[config.mk]
export PLATFORM = sky130hd
export DESIGN_NAME = noc_packet_injector
export DESIGN_NICKNAME = d
export VERILOG_FILES = /design/src/rtl/noc_pkg.sv /design/src/rtl/noc_packet_injector.sv
export SDC_FILE = /design/constraint.sdc
export NUM_CORES = 1
export LEC_CHECK = 0
export CAP_MARGIN = 20
export CORE_ASPECT_RATIO = 1.1
export CORE_MARGIN = 4
export CORE_UTILIZATION = 38
export CTS_CLUSTER_SIZE = 12
export DETAILED_ROUTE_END_ITERATION = 6
export GPL_TIMING_DRIVEN = 1
export HOLD_SLACK_MARGIN = 0.03
export PLACE_DENSITY = 0.8
export SLEW_MARGIN = 10
export SYNTH_ARGS = -nofsm -noshare
export SYNTH_HDL_FRONTEND = slang
export SYNTH_SLANG_ARGS = --single-unit
[constraint.sdc]
create_clock -name clk -period 1.7 [get_ports clk]
set_clock_uncertainty 0.2 [all_clocks]
set_input_delay 0.34 -clock clk [delete_from_list [all_inputs] [get_ports clk]]
set_output_delay 0.34 -clock clk [all_outputs]
set_load 0.01 [all_outputs]
[src/rtl/noc_pkg.sv]
// Shared NoC definitions: flit geometry, header field positions, injector states
// and the header-flit formatter.
package noc_pkg;

  localparam int FLIT_W       = 17;
  localparam int VALID_BIT    = 16;
  localparam int PAYLOAD_W    = 16;
  localparam int ID_W         = 4;
  localparam int LEN_W        = 3;
  localparam int HDR_DEST_LSB = 12;
  localparam int HDR_SRC_LSB  = 8;
  localparam int HDR_LEN_LSB  = 5;

  typedef enum logic [1:0] {
    IDLE = 2'd0,
    HEAD = 2'd1,
    BODY = 2'd2
  } inj_state_e;

  // Header: valid | dest | src | body length | five reserved zero bits.
  function automatic logic [FLIT_W-1:0] make_header(input logic [ID_W-1:0]  dest,
                                                    input logic [ID_W-1:0]  src,
                                                    input logic [LEN_W-1:0] len);
    logic [FLIT_W-1:0] f;
    f                           = '0;
    f[VALID_BIT]                = 1'b1;
    f[HDR_DEST_LSB +: ID_W]     = dest;
    f[HDR_SRC_LSB  +: ID_W]     = src;
    f[HDR_LEN_LSB  +: LEN_W]    = len;
    return f;
  endfunction

endpackage

[src/rtl/noc_packet_injector.sv]
// Packet injector: turns a core packet request plus its body payload stream into
// header and body flits on the router local input, honouring back-pressure.
module noc_packet_injector
  import noc_pkg::*;
#(
  parameter logic [3:0] SRC_ID = 4'd0
) (
  input  logic                 clk,
  input  logic                 rst,
  input  logic                 pkt_valid_i,
  input  logic [ID_W-1:0]      pkt_dest_i,
  input  logic [LEN_W-1:0]     pkt_len_i,
  output logic                 pkt_ready_o,
  input  logic                 body_valid_i,
  input  logic [PAYLOAD_W-1:0] body_data_i,
  output logic                 body_ready_o,
  input  logic                 local_full_i,
  output logic [FLIT_W-1:0]    local_data_o,
  output logic                 busy_o,
  output logic                 pkt_sent_o
);

  inj_state_e           r_state;
  logic [ID_W-1:0]      r_dest;
  logic [LEN_W-1:0]     r_len;
  logic [LEN_W-1:0]     r_rem;
  logic [FLIT_W-1:0]    r_data;
  logic                 r_sent;

  inj_state_e           w_state_nxt;
  logic [ID_W-1:0]      w_dest_nxt;
  logic [LEN_W-1:0]     w_len_nxt;
  logic [LEN_W-1:0]     w_rem_nxt;
  logic [FLIT_W-1:0]    w_data_nxt;
  logic                 w_sent_nxt;
  logic                 w_pkt_ready;
  logic                 w_body_ready;

  always_ff @(posedge clk) begin
    if (rst) begin
      r_state <= IDLE;
      r_dest  <= '0;
      r_len   <= '0;
      r_rem   <= '0;
      r_data  <= '0;
      r_sent  <= 1'b0;
    end else begin
      r_state <= w_state_nxt;
      r_dest  <= w_dest_nxt;
      r_len   <= w_len_nxt;
      r_rem   <= w_rem_nxt;
      r_data  <= w_data_nxt;
      r_sent  <= w_sent_nxt;
    end
  end

  // The flit register defaults to zero every cycle, so each flit lives exactly one cycle.
  always_comb begin
    w_state_nxt  = r_state;
    w_dest_nxt   = r_dest;
    w_len_nxt    = r_len;
    w_rem_nxt    = r_rem;
    w_data_nxt   = '0;
    w_sent_nxt   = 1'b0;
    w_pkt_ready  = 1'b0;
    w_body_ready = 1'b0;
    case (r_state)
      IDLE: begin
        w_pkt_ready = 1'b1;
        if (pkt_valid_i) begin
          w_dest_nxt  = pkt_dest_i;
          w_len_nxt   = pkt_len_i;
          w_state_nxt = HEAD;
        end
      end
      HEAD: begin
        if (!local_full_i) begin
          w_data_nxt = make_header(r_dest, SRC_ID, r_len);
          if (r_len == '0) begin
            w_sent_nxt  = 1'b1;
            w_state_nxt = IDLE;
          end else begin
            w_rem_nxt   = r_len;
            w_state_nxt = BODY;
          end
        end
      end
      BODY: begin
        w_body_ready = ~local_full_i;
        if (body_valid_i && !local_full_i && (r_rem != '0)) begin
          w_data_nxt = {1'b1, body_data_i};
          w_rem_nxt  = r_rem - 3'd1;
          if (r_rem == 3'd1) begin
            w_sent_nxt  = 1'b1;
            w_state_nxt = IDLE;
          end
        end
      end
      default: w_state_nxt = IDLE;
    endcase
  end

  assign pkt_ready_o  = w_pkt_ready & ~rst;
  assign body_ready_o = w_body_ready & ~rst;
  assign local_data_o = r_data;
  assign pkt_sent_o   = r_sent;
  assign busy_o       = (r_state != IDLE);

endmodule

======== After elaboration in Yosys (flattened, before gate mapping) ========
Index checks and enable logic that the tools add are counted.
cells by class
  $add $sub $neg .......................... 1
  $mul .................................... 0
  divide/modulo/power cells ............... 0
  $lt $le $gt $ge ......................... 0
  equality and inequality tests ........... 8
  shift-type cells ........................ 0
  multiplexer cells ....................... 20
  bitwise gates (word level) .............. 4
  reduce and logical (&&, ||, !) cells .... 11
operators with widths
  operator                                           count
  two-way mux 17 bit                                 2
  one-hot mux 17 bit (2 select lines)                1
  two-way mux 2 bit                                  5
  inequality test 2 bit (second input constant)      5
  two-way mux 3 bit                                  3
  AND reduction 4 bit                                2
  two-way mux 1 bit                                  6
  one-hot mux 2 bit (3 select lines)                 1
  one-hot mux 3 bit (2 select lines)                 1
  nonzero test 2 bit                                 2
  == test 3 x 1 -> 1 bit (second input constant)     1
  logical NOT 3 bit                                  1
  nonzero test 3 bit                                 1
  subtractor 3 x 1 -> 3 bit (second input constant)  1
  bitwise AND 1 bit                                  2
  == test 2 x 1 -> 1 bit (second input constant)     1
  == test 2 bit (second input constant)              1
  logical AND 1 bit                                  2
  logical NOT 2 bit                                  1
  inverter 1 bit                                     2
  one-hot mux 1 bit (2 select lines)                 1
  AND reduction 2 bit                                1
  logical NOT 1 bit                                  1
storage, ports and cells
  bits in registers ....................... 30
  latch bits .............................. 0
  bits in writable memories ............... 0
  ROM bits ................................ 0
  input bits .............................. 28
  output and inout bits ................... 21
  logic and storage cells ................. 50
  memories kept ........................... 0

======== Depth between registers and ports, before layout ========
  word-level depth ........................ 5
  gate-level depth with buffers ........... 8
  mapped depth without buffers ............ 6

======== Least setup slack after synthesis ========
OpenSTA, ideal clock, no wires.
  path type ............................... reg2reg
  start ................................... register r_rem[0]
  end ..................................... register r_state[1]
  library setup time ...................... 0.121 ns
  data arrival time ....................... 1.545 ns
  required time ........................... 1.379 ns
  slack ................................... -0.166 ns
  stages on the path, launching flop included .. 7
  path buffers ............................ 0
  period minus slack after synthesis ...... 1.866 ns
  path through ............................ dfxtp_1 inv_1 ha_1 nor4bb_1 nand2b_1 a21oi_1 mux2_2
between the ends
  longest elaborated chain between the ends .. 4
  elaborated cells between the ends (all ways) .. 6
  those cells by class .................... 3 x eq/ne; 3 x reduce/logical
ends and longest elaborated chain
  element                                 line                       RTL
  from (decl)                             noc_packet_injector.sv:26  logic [LEN_W-1:0] r_rem;
  from (signal assigned)                  noc_packet_injector.sv:51  r_rem <= w_rem_nxt;
  nonzero test 3 bit                      noc_packet_injector.sv:90  if (body_valid_i && !local_full_i && (r_rem != '0)) begin
  logical AND 1 bit                       noc_packet_injector.sv:90
  inequality test 2 bit (no source line)  n/a
  AND reduction 4 bit (no source line) *  n/a
  to (signal assigned)                    noc_packet_injector.sv:48  r_state <= w_state_nxt;
  to (decl)                               noc_packet_injector.sv:23  inj_state_e r_state;
Every way passes the cells marked *; elsewhere a longest branch is shown, timed or not.
A chain may end at the register's enable or synchronous reset.

======== Final worst setup path ========
  start ................................... register r_state[0]
  end ..................................... register r_rem[0]
between the ends
  longest elaborated chain between the ends .. 3
  elaborated cells between the ends (all ways) .. 8
  those cells by class .................... 5 x eq/ne; 1 x mux; 2 x reduce/logical
ends and longest elaborated chain
  element                                                                       line                       RTL
  == test 2 x 1 -> 1 bit or == test 2 bit (tied branches)                       noc_packet_injector.sv:67  case (r_state)
  inequality test 2 bit (no source line) or nonzero test 2 bit (tied branches)  n/a
  AND reduction 4 bit (no source line)                                          n/a
Parallel ways exist; a longest one is shown, timed or not.

==> summary.md <==
| Metric | Value |
|---|---|
| Power per cell area | `approximately 990 nW/um^2` |
| Residual antenna-violating net count after detailed routing | `0` |
| Slack of the critical path | `-0.135 ns` |
| Clock tree buffer depth | `2` |
| Combinational power share | `37.4%` |
| Met2 demand-to-capacity share in global routing | `33.7%` |
| Clock tree from TritonCTS | `built` |
| Skew-Pair Late Insertion Delay | `between 0.3 and 0.4 ns` |
| Number of warnings issued by yosys | `0` |
| Final non-filler cell area | `2130 um^2` |
| I/O pins | `49` |
| Seq pwr share | `between 30% and 40%` |
| Maximum net fanout on the critical path | `10` |
| Required time reported for the critical path endpoint | `1.76 ns` |
| Kind of path behind the tightest hold check | `reg2reg` |
| Total placed instance area | `just under 2000 um^2` |
| Met1 routing resource usage after global routing | `around 17%` |
| Synthesized netlist net count | `171` |
| Fmax achieved | `545 MHz` |
| Final Hold Fails | `0` |
| Number of synthesized flops with an enable pin | `0` |
| Main area contributors after synthesis | `sky130_fd_sc_hd__dfxtp_1 (49%), sky130_fd_sc_hd__ha_1 (7.1%), sky130_fd_sc_hd__a22oi_1 (4.9%), sky130_fd_sc_hd__and2_1 (4.6%), sky130_fd_sc_hd__nand2_1 (3.9%)` |
| Switching component of the power | `0.661 mW` |
| Crit Path Class | `reg2reg` |
| Most used flip-flop cell after synthesis | `sky130_fd_sc_hd__dfxtp_1` |
| Total power | `around 2.1 mW` |
| Nature of the critical path endpoint | `flip-flop` |
| Cells after synthesis | `136` |
| Post-layout minimum cycle time | `1.83 ns` |
| Largest net degree at the start of global routing | `12` |
| Leakage dissipation | `0.928 nW` |
| Largest area contributor in the synthesized netlist | `sky130_fd_sc_hd__dfxtp_1` |
| Final GP Congestion | `0.819` |
| GRT busiest layer | `met2` |
| Met3 demand-to-capacity share in global routing | `7.39%` |
| Final nets | `243` |
| DRT Pass-1 Iters | `4` |
| Post-Route Setup TNS | `-0.564 ns` |
| CORE AREA | `3070 um^2` |
| Peak supply drop | `approximately 0.00073 V` |
| Arrival time at the worst endpoint | `1.89 ns` |
| Remaining Overflow, GRT | `0` |
| Total number of placement rows | `21` |
| Share of post-route cells with drive strength above 1 | `between 30% and 40%` |
| Routed length per instance | `14.6 um` |
| Die H | `67.8 um` |
| Share of the yosys chip area belonging to registers | `48.6%` |
| Max_slew headroom | `roughly 83%` |
| Count of unique library cells instantiated by Yosys | `28` |
| Effective utilization at floorplan | `40.2%` |
| Outcome | `finished, violations left` |
| Sinks on the clock net | `30` |
| Proportion of register bits with asynchronous set or reset after synthesis | `0%` |
| Clock-pin slew of the registers on the worst-case setup and hold paths | `0.09 ns` |
| Area enclosed by the die boundary | `4230 um^2` |
| Count of buffers inserted at the top-level ports | `48` |
| Number of global-route vias before repair | `1300` |
| CTS Root Cell | `sky130_fd_sc_hd__clkbuf_4` |
| Setup repair after global routing missed its margin | `true` |
| Average instance area after synthesis | `a little over 9 um^2` |
| Hold_buf cts | `0` |
| Critical Path Start Type | `flip-flop` |
| Violated checks | `setup timing` |
| Finish-stage setup viols | `7` |
| Detailed-route DRC error count | `0` |
| Count of max-cap constraint violations | `0` |
| Detailed placement HPWL | `around 2700 um` |
| Total of flip-flops plus latches after synthesis | `30` |
| Area share of the leading cell type in the synthesized netlist | `48.6%` |
| Most used standard cell by instance count after synthesis | `sky130_fd_sc_hd__dfxtp_1` |
| Via count | `1241` |
| CTS Buf Count | `5` |
| Design internal power | `1.45 mW` |
| Total length of routed wires | `3550 um` |
| Initial antenna violation count | `0` |
| Period utilization | `108%` |
| Switching Share | `31.3%` |
| Portion of total power attributed to the clock network | `24.4%` |
| Transition at the pin with the smallest max-transition slack | `roughly 0.26 ns` |
| Fillers | `223` |
| GRT Total Usage | `17.5%` |
| Final Slew Violations | `0` |
| Max H-tree Level | `2` |
| DIE WIDTH | `slightly above 60 um` |
| Area overhead of the layout relative to synthesis | `72.6%` |
| First-pass GRT wire length | `5830 um` |
| Fin util | `69.4%` |
| Ranking of synthesized cells by instance count | `sky130_fd_sc_hd__dfxtp_1 (30), sky130_fd_sc_hd__nand2_1 (13), sky130_fd_sc_hd__nor2_1 (13)` |
| Pre-CTS WS | `-0.477 ns` |
| Initial DRC count | `44` |
| Cell area after synthesis | `1240 um^2` |
| Vias per inst | `5.11` |
| Number of inserted diodes | `0` |
==> layer usage <==
metal | up-vias | share of wire (%)
met1 | 581 | 38
li1 | 605 | -
met2 | 48 | 53
met4 | 0 | 1.6
met5 | - | 0
met3 | 7 | 7.9
==> cell type report <==
class,count,area (um^2),share of cell area [%]
clock buffers,8,78.8,3.70
inverters,6,25.0,1.17
multi-input cells,94,737,34.5
flip-flops and latches,30,608,28.5
well taps,34,42.5,1.99
repair buffers,71,642,30.1
==> final timing paths <==
path                            slack (ns)        end  depth (start not counted)        from
worst min register to register        0.26  r_dest[3]                          2   r_dest[3]
worst max register to register       -0.13   r_rem[0]                          7  r_state[0]
worst min-delay path                  0.26  r_dest[3]                          2   r_dest[3]
worst max-delay path                 -0.13   r_rem[0]                          7  r_state[0]
==> cells by family after synthesis <==
| kind of cell | Yosys count | share of synthesized area (%) |
|---|---|---|
| compound gates | 26 | 13.1 |
| fa+ha+maj | 7 | 7.08 |
| buf+inv | 12 | 4.15 |
| flops | 30 | 48.6 |
| mux | 2 | 1.72 |
| simple gates | 59 | 25.4 |
==> timing repair <==
| action | in CTS | in global routing |
|---|---|---|
| pin swaps | 8 | 4 |
| resized for setup | 44 | 15 |
| endpoints found under the hold margin | 0 | 0 |
| buffers inserted | 3 | 2 |
| setup endpoints to repair | 26 | 24 |
==> metrics by stage <==
| step | cells | hold WS [ns] |
|---|---|---|
| after global placement | 231 | 0.246 |
| after detailed placement | 231 | 0.255 |
| after CTS | 242 | 0.268 |
| after floorplan | 136 | 0.236 |
| final | 243 | 0.263 |
| after global routing | 243 | 0.295 |
==> cell usage in the layout, fill, tap and decap left out, types with 4 or more instances in the layout <==
| cell type | synthesis | layout |
|---|---|---|
| sky130_fd_sc_hd__a21oi_1 | 9 | 7 |
| sky130_fd_sc_hd__a22oi_1 | 8 | 4 |
| sky130_fd_sc_hd__a22oi_2 | 0 | 4 |
| sky130_fd_sc_hd__and2_1 | 9 | 5 |
| sky130_fd_sc_hd__and2_4 | 0 | 4 |
| sky130_fd_sc_hd__buf_4 | 1 | 19 |
| sky130_fd_sc_hd__buf_6 | 0 | 6 |
| sky130_fd_sc_hd__clkbuf_4 | 0 | 5 |
| sky130_fd_sc_hd__clkdlybuf4s50_1 | 0 | 26 |
| sky130_fd_sc_hd__dfxtp_1 | 30 | 26 |
| sky130_fd_sc_hd__dlygate4sd2_1 | 0 | 19 |
| sky130_fd_sc_hd__inv_2 | 0 | 4 |
| sky130_fd_sc_hd__nand2_1 | 13 | 13 |
| sky130_fd_sc_hd__nand3_1 | 7 | 7 |
| sky130_fd_sc_hd__nor2_1 | 13 | 12 |
| sky130_fd_sc_hd__o21ai_0 | 4 | 4 |
==> state kept, by name, indices dropped and copies added (netlist names) <==
name          cells
r_rem             3
r_state           2
pkt_sent_o        1
local_data_o     17
r_dest            4
r_len             3
==> critical path: stages, from the launching register on <==
cell and delay, ns:
sky130_fd_sc_hd__dfxtp_2 0.34, sky130_fd_sc_hd__inv_2 0.05, sky130_fd_sc_hd__ha_4 0.15, sky130_fd_sc_hd__buf_6 0.14, sky130_fd_sc_hd__nor2b_4 0.12, sky130_fd_sc_hd__a31oi_4 0.06, sky130_fd_sc_hd__or4b_4 0.53, sky130_fd_sc_hd__a31oi_1 0.16
==> power groups by stage <==
stage / registers (mW) / logic, mW / clock network (mW)
after detailed placement: 0.817 / 0.691 / 0
after floorplan: 0.813 / 0.372 / 0
after CTS: 0.803 / 0.742 / 0.531
final: 0.805 / 0.788 / 0.515
after global placement: 0.813 / 0.665 / 0
after global routing: 0.811 / 0.853 / 0.569
Note: power is estimated with default switching activity, not from simulation.
